==> src/rtl/cpu_pkg.sv <==
// Shared CPU definitions: branch condition codes, flag bit positions, PC stage state encoding.
// Pure declarations; no timing or backpressure of its own.
package cpu_pkg;

  localparam logic [2:0] COND_NE  = 3'b000;
  localparam logic [2:0] COND_EQ  = 3'b001;
  localparam logic [2:0] COND_GT  = 3'b010;
  localparam logic [2:0] COND_LT  = 3'b011;
  localparam logic [2:0] COND_GTE = 3'b100;
  localparam logic [2:0] COND_LTE = 3'b101;
  localparam logic [2:0] COND_OV  = 3'b110;
  localparam logic [2:0] COND_UNC = 3'b111;

  localparam int FLAG_Z = 0;
  localparam int FLAG_V = 1;
  localparam int FLAG_N = 2;

  typedef logic [2:0] flags_t;

  typedef enum logic {
    ST_RUN    = 1'b0,
    ST_HALTED = 1'b1
  } state_t;

  // imm9 is a signed word offset; scale to bytes and widen to PC width.
  function automatic logic [15:0] b_offset(input logic [8:0] imm9);
    return {{6{imm9[8]}}, imm9, 1'b0};
  endfunction

endpackage

==> src/rtl/pc_control_if.sv <==
// Decode-to-PC-stage bus: branch/halt/flag controls in, PC, flags and status out.
// Combinational wiring only; stall is the sole hold mechanism.
interface pc_control_if;
  import cpu_pkg::*;

  logic        stall;
  logic        halt;
  logic        br_valid;
  logic        br_reg;
  logic [2:0]  cond;
  logic [8:0]  imm9;
  logic [15:0] rs_data;
  flags_t      flag_wen;
  flags_t      flag_in;
  logic [15:0] pc;
  flags_t      flags;
  logic        taken;
  logic        halted;

  modport master (
    output stall, halt, br_valid, br_reg, cond, imm9, rs_data, flag_wen, flag_in,
    input  pc, flags, taken, halted
  );

  modport slave (
    input  stall, halt, br_valid, br_reg, cond, imm9, rs_data, flag_wen, flag_in,
    output pc, flags, taken, halted
  );

endinterface

==> src/rtl/branch_cond.sv <==
// Evaluates a 3-bit branch condition against the registered {N,V,Z} flags.
// Purely combinational, zero latency, no backpressure.
module branch_cond
  import cpu_pkg::*;
(
  input  logic [2:0] cond,
  input  flags_t     flags,
  output logic       cond_true
);

  logic n, v, z;

  assign n = flags[FLAG_N];
  assign v = flags[FLAG_V];
  assign z = flags[FLAG_Z];

  always_comb begin
    cond_true = 1'b0;
    case (cond)
      COND_NE:  cond_true = !z;
      COND_EQ:  cond_true = z;
      COND_GT:  cond_true = !z && !n;
      COND_LT:  cond_true = n;
      COND_GTE: cond_true = z || !n;
      COND_LTE: cond_true = n || z;
      COND_OV:  cond_true = v;
      COND_UNC: cond_true = 1'b1;
      default:  cond_true = 1'b0;
    endcase
  end

endmodule

==> src/rtl/pc_control.sv <==
// PC and N/Z/V flag register ahead of fetch; evaluates B/BR and implements HLT.
// pc/flags/halted update one edge after inputs, taken is same-cycle; stall holds PC and flags.
module pc_control
  import cpu_pkg::*;
#(
  parameter logic [15:0] RESET_PC = 16'h0000
) (
  input logic         clk,
  input logic         rst_n,
  pc_control_if.slave bus
);

  state_t      state_q, state_d;
  logic [15:0] pc_q, pc_d;
  flags_t      flags_q, flags_d;
  logic [15:0] pc_inc_2;
  logic [15:0] br_target;
  logic        cond_true;
  logic        commit;
  logic        taken;

  branch_cond u_branch_cond (
    .cond      (bus.cond),
    .flags     (flags_q),
    .cond_true (cond_true)
  );

  assign pc_inc_2  = pc_q + 16'd2;
  // BR targets are used verbatim, odd addresses included.
  assign br_target = bus.br_reg ? bus.rs_data : (pc_inc_2 + b_offset(bus.imm9));
  assign commit    = (state_q == ST_RUN) && !bus.stall;

  // State register
  always_ff @(posedge clk or negedge rst_n) begin
    if (!rst_n) state_q <= ST_RUN;
    else        state_q <= state_d;
  end

  // Next state: only reset leaves HALTED
  always_comb begin
    state_d = state_q;
    if (commit && bus.halt) state_d = ST_HALTED;
  end

  // Outputs and datapath next values
  always_comb begin
    taken   = bus.br_valid && cond_true && commit && !bus.halt;
    pc_d    = pc_q;
    flags_d = flags_q;
    if (commit) begin
      // Branch above already sampled flags_q, so same-cycle writes land afterwards.
      flags_d = (flags_q & ~bus.flag_wen) | (bus.flag_in & bus.flag_wen);
      if (bus.halt)  pc_d = pc_q;
      else if (taken) pc_d = br_target;
      else           pc_d = pc_inc_2;
    end
  end

  always_ff @(posedge clk or negedge rst_n) begin
    if (!rst_n) begin
      pc_q    <= RESET_PC;
      flags_q <= 3'b000;
    end else begin
      pc_q    <= pc_d;
      flags_q <= flags_d;
    end
  end

  assign bus.pc     = pc_q;
  assign bus.flags  = flags_q;
  assign bus.taken  = taken;
  assign bus.halted = (state_q == ST_HALTED);

endmodule

==> src/flat_wrapper.sv <==
// flat-port wrapper written by rule: the top's interface ports become plain ports
module pc_control_flat import cpu_pkg::*;
#(
  parameter logic [15:0] RESET_PC = 16'h0000
)
  (clk, rst_n, bus_stall, bus_halt, bus_br_valid, bus_br_reg, bus_cond, bus_imm9, bus_rs_data, bus_flag_wen, bus_flag_in, bus_pc, bus_flags, bus_taken, bus_halted);
  pc_control_if bus_i ();
  input logic clk;
  input logic rst_n;
  input wire logic [$bits(bus_i.stall)-1:0] bus_stall;
  input wire logic [$bits(bus_i.halt)-1:0] bus_halt;
  input wire logic [$bits(bus_i.br_valid)-1:0] bus_br_valid;
  input wire logic [$bits(bus_i.br_reg)-1:0] bus_br_reg;
  input wire logic [$bits(bus_i.cond)-1:0] bus_cond;
  input wire logic [$bits(bus_i.imm9)-1:0] bus_imm9;
  input wire logic [$bits(bus_i.rs_data)-1:0] bus_rs_data;
  input wire logic [$bits(bus_i.flag_wen)-1:0] bus_flag_wen;
  input wire logic [$bits(bus_i.flag_in)-1:0] bus_flag_in;
  output wire logic [$bits(bus_i.pc)-1:0] bus_pc;
  output wire logic [$bits(bus_i.flags)-1:0] bus_flags;
  output wire logic [$bits(bus_i.taken)-1:0] bus_taken;
  output wire logic [$bits(bus_i.halted)-1:0] bus_halted;
  assign bus_i.stall = bus_stall;
  assign bus_i.halt = bus_halt;
  assign bus_i.br_valid = bus_br_valid;
  assign bus_i.br_reg = bus_br_reg;
  assign bus_i.cond = bus_cond;
  assign bus_i.imm9 = bus_imm9;
  assign bus_i.rs_data = bus_rs_data;
  assign bus_i.flag_wen = bus_flag_wen;
  assign bus_i.flag_in = bus_flag_in;
  assign bus_pc = bus_i.pc;
  assign bus_flags = bus_i.flags;
  assign bus_taken = bus_i.taken;
  assign bus_halted = bus_i.halted;
  pc_control #(.RESET_PC(RESET_PC)) u_core (.clk(clk), .rst_n(rst_n), .bus(bus_i));
endmodule
==> config.mk <==
export PLATFORM = sky130hd
export DESIGN_NAME = pc_control_flat
export DESIGN_NICKNAME = d
export VERILOG_FILES = /design/src/rtl/cpu_pkg.sv /design/src/rtl/pc_control_if.sv /design/src/rtl/branch_cond.sv /design/src/rtl/pc_control.sv /design/src/flat_wrapper.sv
export SDC_FILE = /design/constraint.sdc
export NUM_CORES = 1
export LEC_CHECK = 0
export BUFFER_PORTS_ARGS = -buffer_cell sky130_fd_sc_hd__clkbuf_2
export CORE_ASPECT_RATIO = 0.9
export CORE_MARGIN = 2
export CORE_UTILIZATION = 50
export CTS_BUF_LIST = sky130_fd_sc_hd__clkbuf_4 sky130_fd_sc_hd__clkbuf_8
export CTS_CLUSTER_SIZE = 14
export DETAILED_ROUTE_END_ITERATION = 8
export GPL_TIMING_DRIVEN = 0
export PLACE_DENSITY = 0.84
export SYNTH_ARGS = -nofsm -noshare
export SYNTH_HDL_FRONTEND = slang
export SYNTH_HIERARCHICAL = 1
export SYNTH_SLANG_ARGS = --single-unit
==> constraint.sdc <==
create_clock -name clk -period 8.5 [get_ports clk]
set_input_delay 0.85 -clock clk [delete_from_list [all_inputs] [get_ports clk]]
set_output_delay 0.85 -clock clk [all_outputs]
set_load 0.01 [all_outputs]
==> results of run 1 <==
-- critical path: stages, from the launching register on --
cell,delay (ns)
dfrtp_1,0.34
buf_2,0.17
and4_1,0.30
and2_1,0.26
xor2_1,0.26
ha_1,0.35
a2111oi_0,0.35
o21ai_0,0.20
a41oi_1,0.44
a21oi_1,0.15
xnor2_1,0.18
o221ai_1,0.14
-- power by group --
part           internal (mW)  total (mW)  switching (mW)
clock network         0.0316      0.0628          0.0312
registers              0.113       0.138          0.0252
logic                  0.114       0.257           0.142
total                  0.259       0.458           0.199
-- cells in the mapped netlist (7+ instances only) --
cell,instances,share of area
nand2_1,25,0.044
o22ai_1,7,0.021
dfrtp_1,20,0.23
ha_1,19,0.11
and2_1,7,0.021
o21a_1,7,0.025
xnor2_1,13,0.053
xor2_1,11,0.045
clkbuf_1,10,0.018
o21ai_0,19,0.045
nor2_1,24,0.042
a21oi_1,17,0.040
-- how the worst max path moves through the flow --
stage                                            start                            end  slack (ns)  cells past startpoint
after global routing      u_core/bus.pc[3]$_DFFE_PN0P_  u_core/bus.pc[12]$_DFFE_PN0P_        5.04                     11
after floorplan           u_core/bus.pc[3]$_DFFE_PN0P_  u_core/bus.pc[15]$_DFFE_PN0P_        5.71                     12
after global placement    u_core/bus.pc[3]$_DFFE_PN0P_  u_core/bus.pc[12]$_DFFE_PN0P_        5.30                     11
after CTS                 u_core/bus.pc[3]$_DFFE_PN0P_  u_core/bus.pc[12]$_DFFE_PN0P_        5.29                     11
after detailed placement  u_core/bus.pc[3]$_DFFE_PN0P_  u_core/bus.pc[12]$_DFFE_PN0P_        5.33                     11
final                     u_core/bus.pc[3]$_DFFE_PN0P_  u_core/bus.pc[12]$_DFFE_PN0P_        5.23                     11
-- layer usage --
| layer | GRT usage | vias to the layer above | share of wire |
|---|---|---|---|
| met5 | 0 | - | 0 |
| met4 | 0.0579 | 0 | 0.0078 |
| met3 | 0.0351 | 6 | 0.080 |
| met2 | 0.408 | 113 | 0.46 |
| met1 | 0.346 | 1056 | 0.45 |
| li1 | - | 1114 | - |
-- cell type report --
class,instances,share of cell area
plain buffers,12,0.0183
clock buffers,3,0.0163
inverters,6,0.00889
multi-input cells,228,0.619
flip-flops and latches,20,0.198
well taps,48,0.0237
repair buffers,59,0.117
-- cells by family (layout without fill, tap and decap cells) --
kind of cell	count (synthesis)	after routing	synth area share
compound gates	89	89	0.277
xor+xnor	24	24	0.0984
fa+ha+maj	20	20	0.121
buf+inv	18	80	0.0322
flops	20	20	0.234
mux	8	8	0.0398
simple gates	87	87	0.198
-- stage by stage --
stage	worst slack [ns]	hold WS (ns)
after CTS	5.29	0.538
final	5.23	0.538
after global placement	5.30	0.488
after floorplan	5.71	0.542
after global routing	5.04	0.558
after detailed placement	5.33	0.520
==> metrics.txt, run 1 <==
status complete, no violations; FMAX slightly above 300 MHz; Final setup viols 0; CP required 8.62 ns; CTS tree yes; design area 0.00253 sq mm; die area a little under 0.005 sq mm; final RePlAce weighted congestion between 0.8 and 0.9; Resize count post-CTS 0; clock buffer depth 2; clock root cell clkbuf_8; post-CTS setup buffer count 0; Worst Setup Start Kind flip-flop; Most used DFF post-synth dfrtp_1; wirelength, routed ~6000 um; # diodes 0; R2R Path Start u_core/bus.pc[3]$_DFFE_PN0P_; maximum vdd drop between 0.09 and 0.1 mV; largest net degree at the start of global routing 21; Multi-input gate area approximately 0.0016 sq mm; initial core utilization 0.521; H-tree levels 1; # hold bufs at CTS 0; synth warn 6; core area 0.00410 sq mm; min Tclk post-route 3.27 ns; Slew @ Worst Pin about 0.6 ns; GRT Util Overall 0.249; most frequent cells in the layout clkbuf_2 (59), nand2_1 (25), nor2_1 (24); Async SR Flop Fraction 1.00; fillcell total between 300 and 400; non-filler instance count after layout approximately 380; DR pass1 iterations 5; final core utilization 0.617; PwrDens approximately 180 mW/mm^2; Die X between 70 and 80 um; type of the worst setup path flip-flop to flip-flop; Mapped Avg Cell Area approximately 8.0 sq um; Routed Antenna Nets 0; number of synthesized register bits 20; Crit. End Element flip-flop; Period Utilization, post-route 0.385; wire per inst about 16 um; CP max FO 7; CTS Buf Count 3; initial antenna violation count 0; Vias/cell 6.09; Post-Synthesis Cells about 270; Worst-Skew Late Latency between 0.2 and 0.3 ns; worst hold path class flip-flop to flip-flop; Slew HR 0.597; maximum capacitance violations 0; syn_nets 326; DRC 0; DR vias approximately 2,300; post-synthesis sequential area ratio 0.234; vias in the first global route about 2,000; Crit Reg-Reg Endpoint u_core/bus.pc[12]$_DFFE_PN0P_; first-pass GRT wire length ~9400 um; placed inst area 0.00249 sq mm; register-to-register setup slack ~5.2 ns; R2R cell count 11; unrepaired setup endpoints after global routing no; synthesized cell area 0.00214 sq mm; Ports a little over 60; layout cells sized above 1 0.229; Layout Nets 390; leading cell type in the layout, fill and taps excluded clkbuf_2; crit path DAT approximately 3.4 ns; area growth from synthesis to layout 18.6%; initial DRC count 210; GRT overflow 0; Cells on Worst Hold Path 1; setup TNS 0 ns; Total Power 458 uW; Synth cell types 52; Die Span Y between 60 and 70 um; Register Area ~500 sq um; Layout Skew between 0.0015 and 0.002 ns; Reg clk slew, reported paths 0.07 ns; Rows 22; Clock Sinks 20; Max Slew Vio Count 0; Final Hold Viols 0; EDFF count, synth 0; post-DP HPWL around 4500 um; I/O Buffers 59; Cells after DPL ~370; LEAKAGE between 1 and 1.5 nW
Note: power is estimated with default switching activity, not from simulation.
==> inputs of run 2 (changes only) <==
--- a/config.mk
+++ b/config.mk
@@ -8,12 +8,12 @@
 export BUFFER_PORTS_ARGS = -buffer_cell sky130_fd_sc_hd__clkbuf_2
 export CORE_ASPECT_RATIO = 0.9
 export CORE_MARGIN = 2
-export CORE_UTILIZATION = 50
+export CORE_UTILIZATION = 49
 export CTS_BUF_LIST = sky130_fd_sc_hd__clkbuf_4 sky130_fd_sc_hd__clkbuf_8
 export CTS_CLUSTER_SIZE = 14
 export DETAILED_ROUTE_END_ITERATION = 8
 export GPL_TIMING_DRIVEN = 0
-export PLACE_DENSITY = 0.84
+export PLACE_DENSITY = 0.86
 export SYNTH_ARGS = -nofsm -noshare
 export SYNTH_HDL_FRONTEND = slang
 export SYNTH_HIERARCHICAL = 1
==> constraint.sdc (replaced) <==
create_clock -name clk -period 3 [get_ports clk]
set_input_delay 0.3 -clock clk [delete_from_list [all_inputs] [get_ports clk]]
set_output_delay 0.3 -clock clk [all_outputs]
set_load 0.01 [all_outputs]
==> run 2 against run 1 <==
Net effect: the run now ends with negative hold slack left; final cell count increased by 1.1%; non-clock buffer count grew 3; critical path depth rose by 1; largest cell class unchanged; worst setup slack got worse by 5.1 ns; combinational power rose to 3.1 times the previous value; sequential power rose to 2.9 times the previous value; utilization increased by 3.8 points; largest power group unchanged; clock skew grew 0.0026 ns; final area increased by 6.9%; flip-flop and latch count unchanged; register-to-register slack worse by 5.1 ns; first-iteration DRC count is 30% lower.
==> metrics.txt, run 2 (synthesis gave the netlist of run 1 again) <==
status complete, but fails checks; violated checks negative hold slack; M3 GR Usage 0.0363; Worst Setup Start Kind flip-flop; min Tclk post-route between 2 and 3 ns; met1 GRT Util 0.330; vias in the first global route approximately 2,000; Max Slew Vio Count 0; register-to-register setup slack 0.08 ns; Layout Nets around 390; GRT Max-Usage Layer met2; I/O Buffers about 60; Reg clk slew, reported paths approximately 0.08 ns; Routed Antenna Nets 0; FMAX between 300 and 400 MHz; CTS tree yes; first-pass GRT wire length around 9100 um; design area between 0.002 and 0.003 sq mm; setup TNS 0 ns; clock buffer depth 2; R2R cell count 12; CTS Buf Count 3; wirelength, routed about 5900 um; GR Util met2 0.402; CP max FO 7; GRT overflow 0; final core utilization 0.656; R2R Path Start u_core/bus.pc[3]$_DFFE_PN0P_; fillcell total ~340; area growth from synthesis to layout 26.8%; worst hold margin -0.0109 ns; switching share of power 0.409; Total Power 1.47 mW; post-DP HPWL between 4000 and 5000 um; worst hold path class input port to async pin; type of the worst setup path flip-flop to flip-flop; PwrDens between 500 and 600 mW/mm^2; Int Power roughly 870 uW; Ports around 60; Final setup viols 0; Die X approximately 74 um; Slew @ Worst Pin about 0.63 ns; Rows 22; wire per inst between 15 and 20 um; initial DRC count around 150; final RePlAce weighted congestion 0.860; largest net degree at the start of global routing 21; DR pass1 iterations 5; Period Utilization, post-route 0.973; LEAKAGE about 1.3 nW; unrepaired setup endpoints after global routing yes; CP required 3.13 ns; Crit. End Element flip-flop; core area between 0.004 and 0.005 sq mm; Crit Reg-Reg Endpoint u_core/bus.pc[13]$_DFFE_PN0P_; Clock power frac 0.190; combinational power share 0.536; H-tree levels 1; DR vias around 2,300; die area just under 0.005 sq mm; # diodes 0; initial antenna violation count 0; Clock Sinks 20; Layout Skew 0.00409 ns; crit path DAT 3.05 ns; layout cells sized above 1 0.304; Vias/cell between 6 and 7; Die Span Y ~67 um; maximum capacitance violations 0; Slew HR 0.578; Flop pwr share 0.274; P_sw 602 uW; initial core utilization 0.517; maximum vdd drop 0.289 mV; GRT Util Overall 0.239; DRC 0; leading cell type in the layout, fill and taps excluded clkbuf_2; placed inst area ~0.0025 sq mm; Worst-Skew Late Latency approximately 0.27 ns; Final Hold Viols 20; clock root cell clkbuf_8; most frequent cells in the layout clkbuf_2 (59), nand2_1 (23), nor2_1 (23)
## run 2: cell types whose count changed in the layout (fill, tap and decap cells not counted), moves of 2 or more
cell and change:
xnor2_2 +3, dfrtp_2 +2, xnor2_1 -3, dfrtp_1 -2, nand2_2 +2, and2_4 +2
and2_1 -2, nand2_1 -2, ha_2 +4, ha_1 -5, buf_4 +4
## run 2: stage by stage
step                      cells  worst slack [ns]
final                       380            0.0799
after global routing        380           -0.0249
after CTS                   378            0.0188
after detailed placement    373            -0.304
after global placement      373            -0.194
after floorplan             266             0.208
## run 2: how the worst max path moves through the flow
stage	startpoint	endpoint	slack, ns	cells past startpoint
final	u_core/bus.pc[3]$_DFFE_PN0P_	u_core/bus.pc[13]$_DFFE_PN0P_	0.08	12
after global routing	u_core/bus.pc[3]$_DFFE_PN0P_	u_core/bus.pc[15]$_DFFE_PN0P_	-0.02	12
after CTS	u_core/bus.pc[3]$_DFFE_PN0P_	u_core/bus.pc[15]$_DFFE_PN0P_	0.02	12
after detailed placement	u_core/bus.pc[3]$_DFFE_PN0P_	u_core/bus.pc[12]$_DFFE_PN0P_	-0.30	11
after global placement	u_core/bus.pc[3]$_DFFE_PN0P_	u_core/bus.pc[12]$_DFFE_PN0P_	-0.19	11
after floorplan	u_core/bus.pc[3]$_DFFE_PN0P_	u_core/bus.pc[15]$_DFFE_PN0P_	0.21	12
## run 2: area by class of cell
cell class	instances	area (sq um)	area share
Inverter	6	22.5	0.00832
Clock inverter	1	30.0	0.0111
Sequential cell	20	503	0.186
Buffer	11	48.8	0.0180
Tap cell	48	60.1	0.0222
Multi-Input combinational cell	228	1680	0.619
Clock buffer	3	41.3	0.0152
Timing Repair Buffer	63	325	0.120
## run 2: repair_timing
action / 4_1_cts / 5_1_grt
gates resized for setup: 6 / 23
hold buffers: 0 / 0
setup buffers: 2 / 2
setup endpoints to repair: 5 / 4
pin swaps: 3 / 7
## run 2: layer usage
layer	routed length, um	up-vias
li1	-	1116
met1	2600	1069
met2	2830	103
met3	481	4
met4	19	0
met5	0	-
## run 2: critical path, cell delays in order (launching register included)
cell	delay, ns
dfrtp_1	0.38
buf_6	0.13
and4_4	0.26
and2_4	0.17
nand2_2	0.09
xnor2_2	0.23
ha_4	0.24
a21o_1	0.21
a221o_1	0.39
buf_4	0.16
o41ai_4	0.21
xor2_1	0.21
a31oi_1	0.10
## run 2: power groups by stage
stage | Sequential [mW] | Clock, mW | Combinational, mW
6_report | 0.402 | 0.280 | 0.788
5_1_grt | 0.411 | 0.292 | 0.874
4_1_cts | 0.394 | 0.279 | 0.737
3_5_place_dp | 0.394 | 0 | 0.711
3_3_place_gp | 0.392 | 0 | 0.691
2_1_floorplan | 0.403 | 0 | 0.492
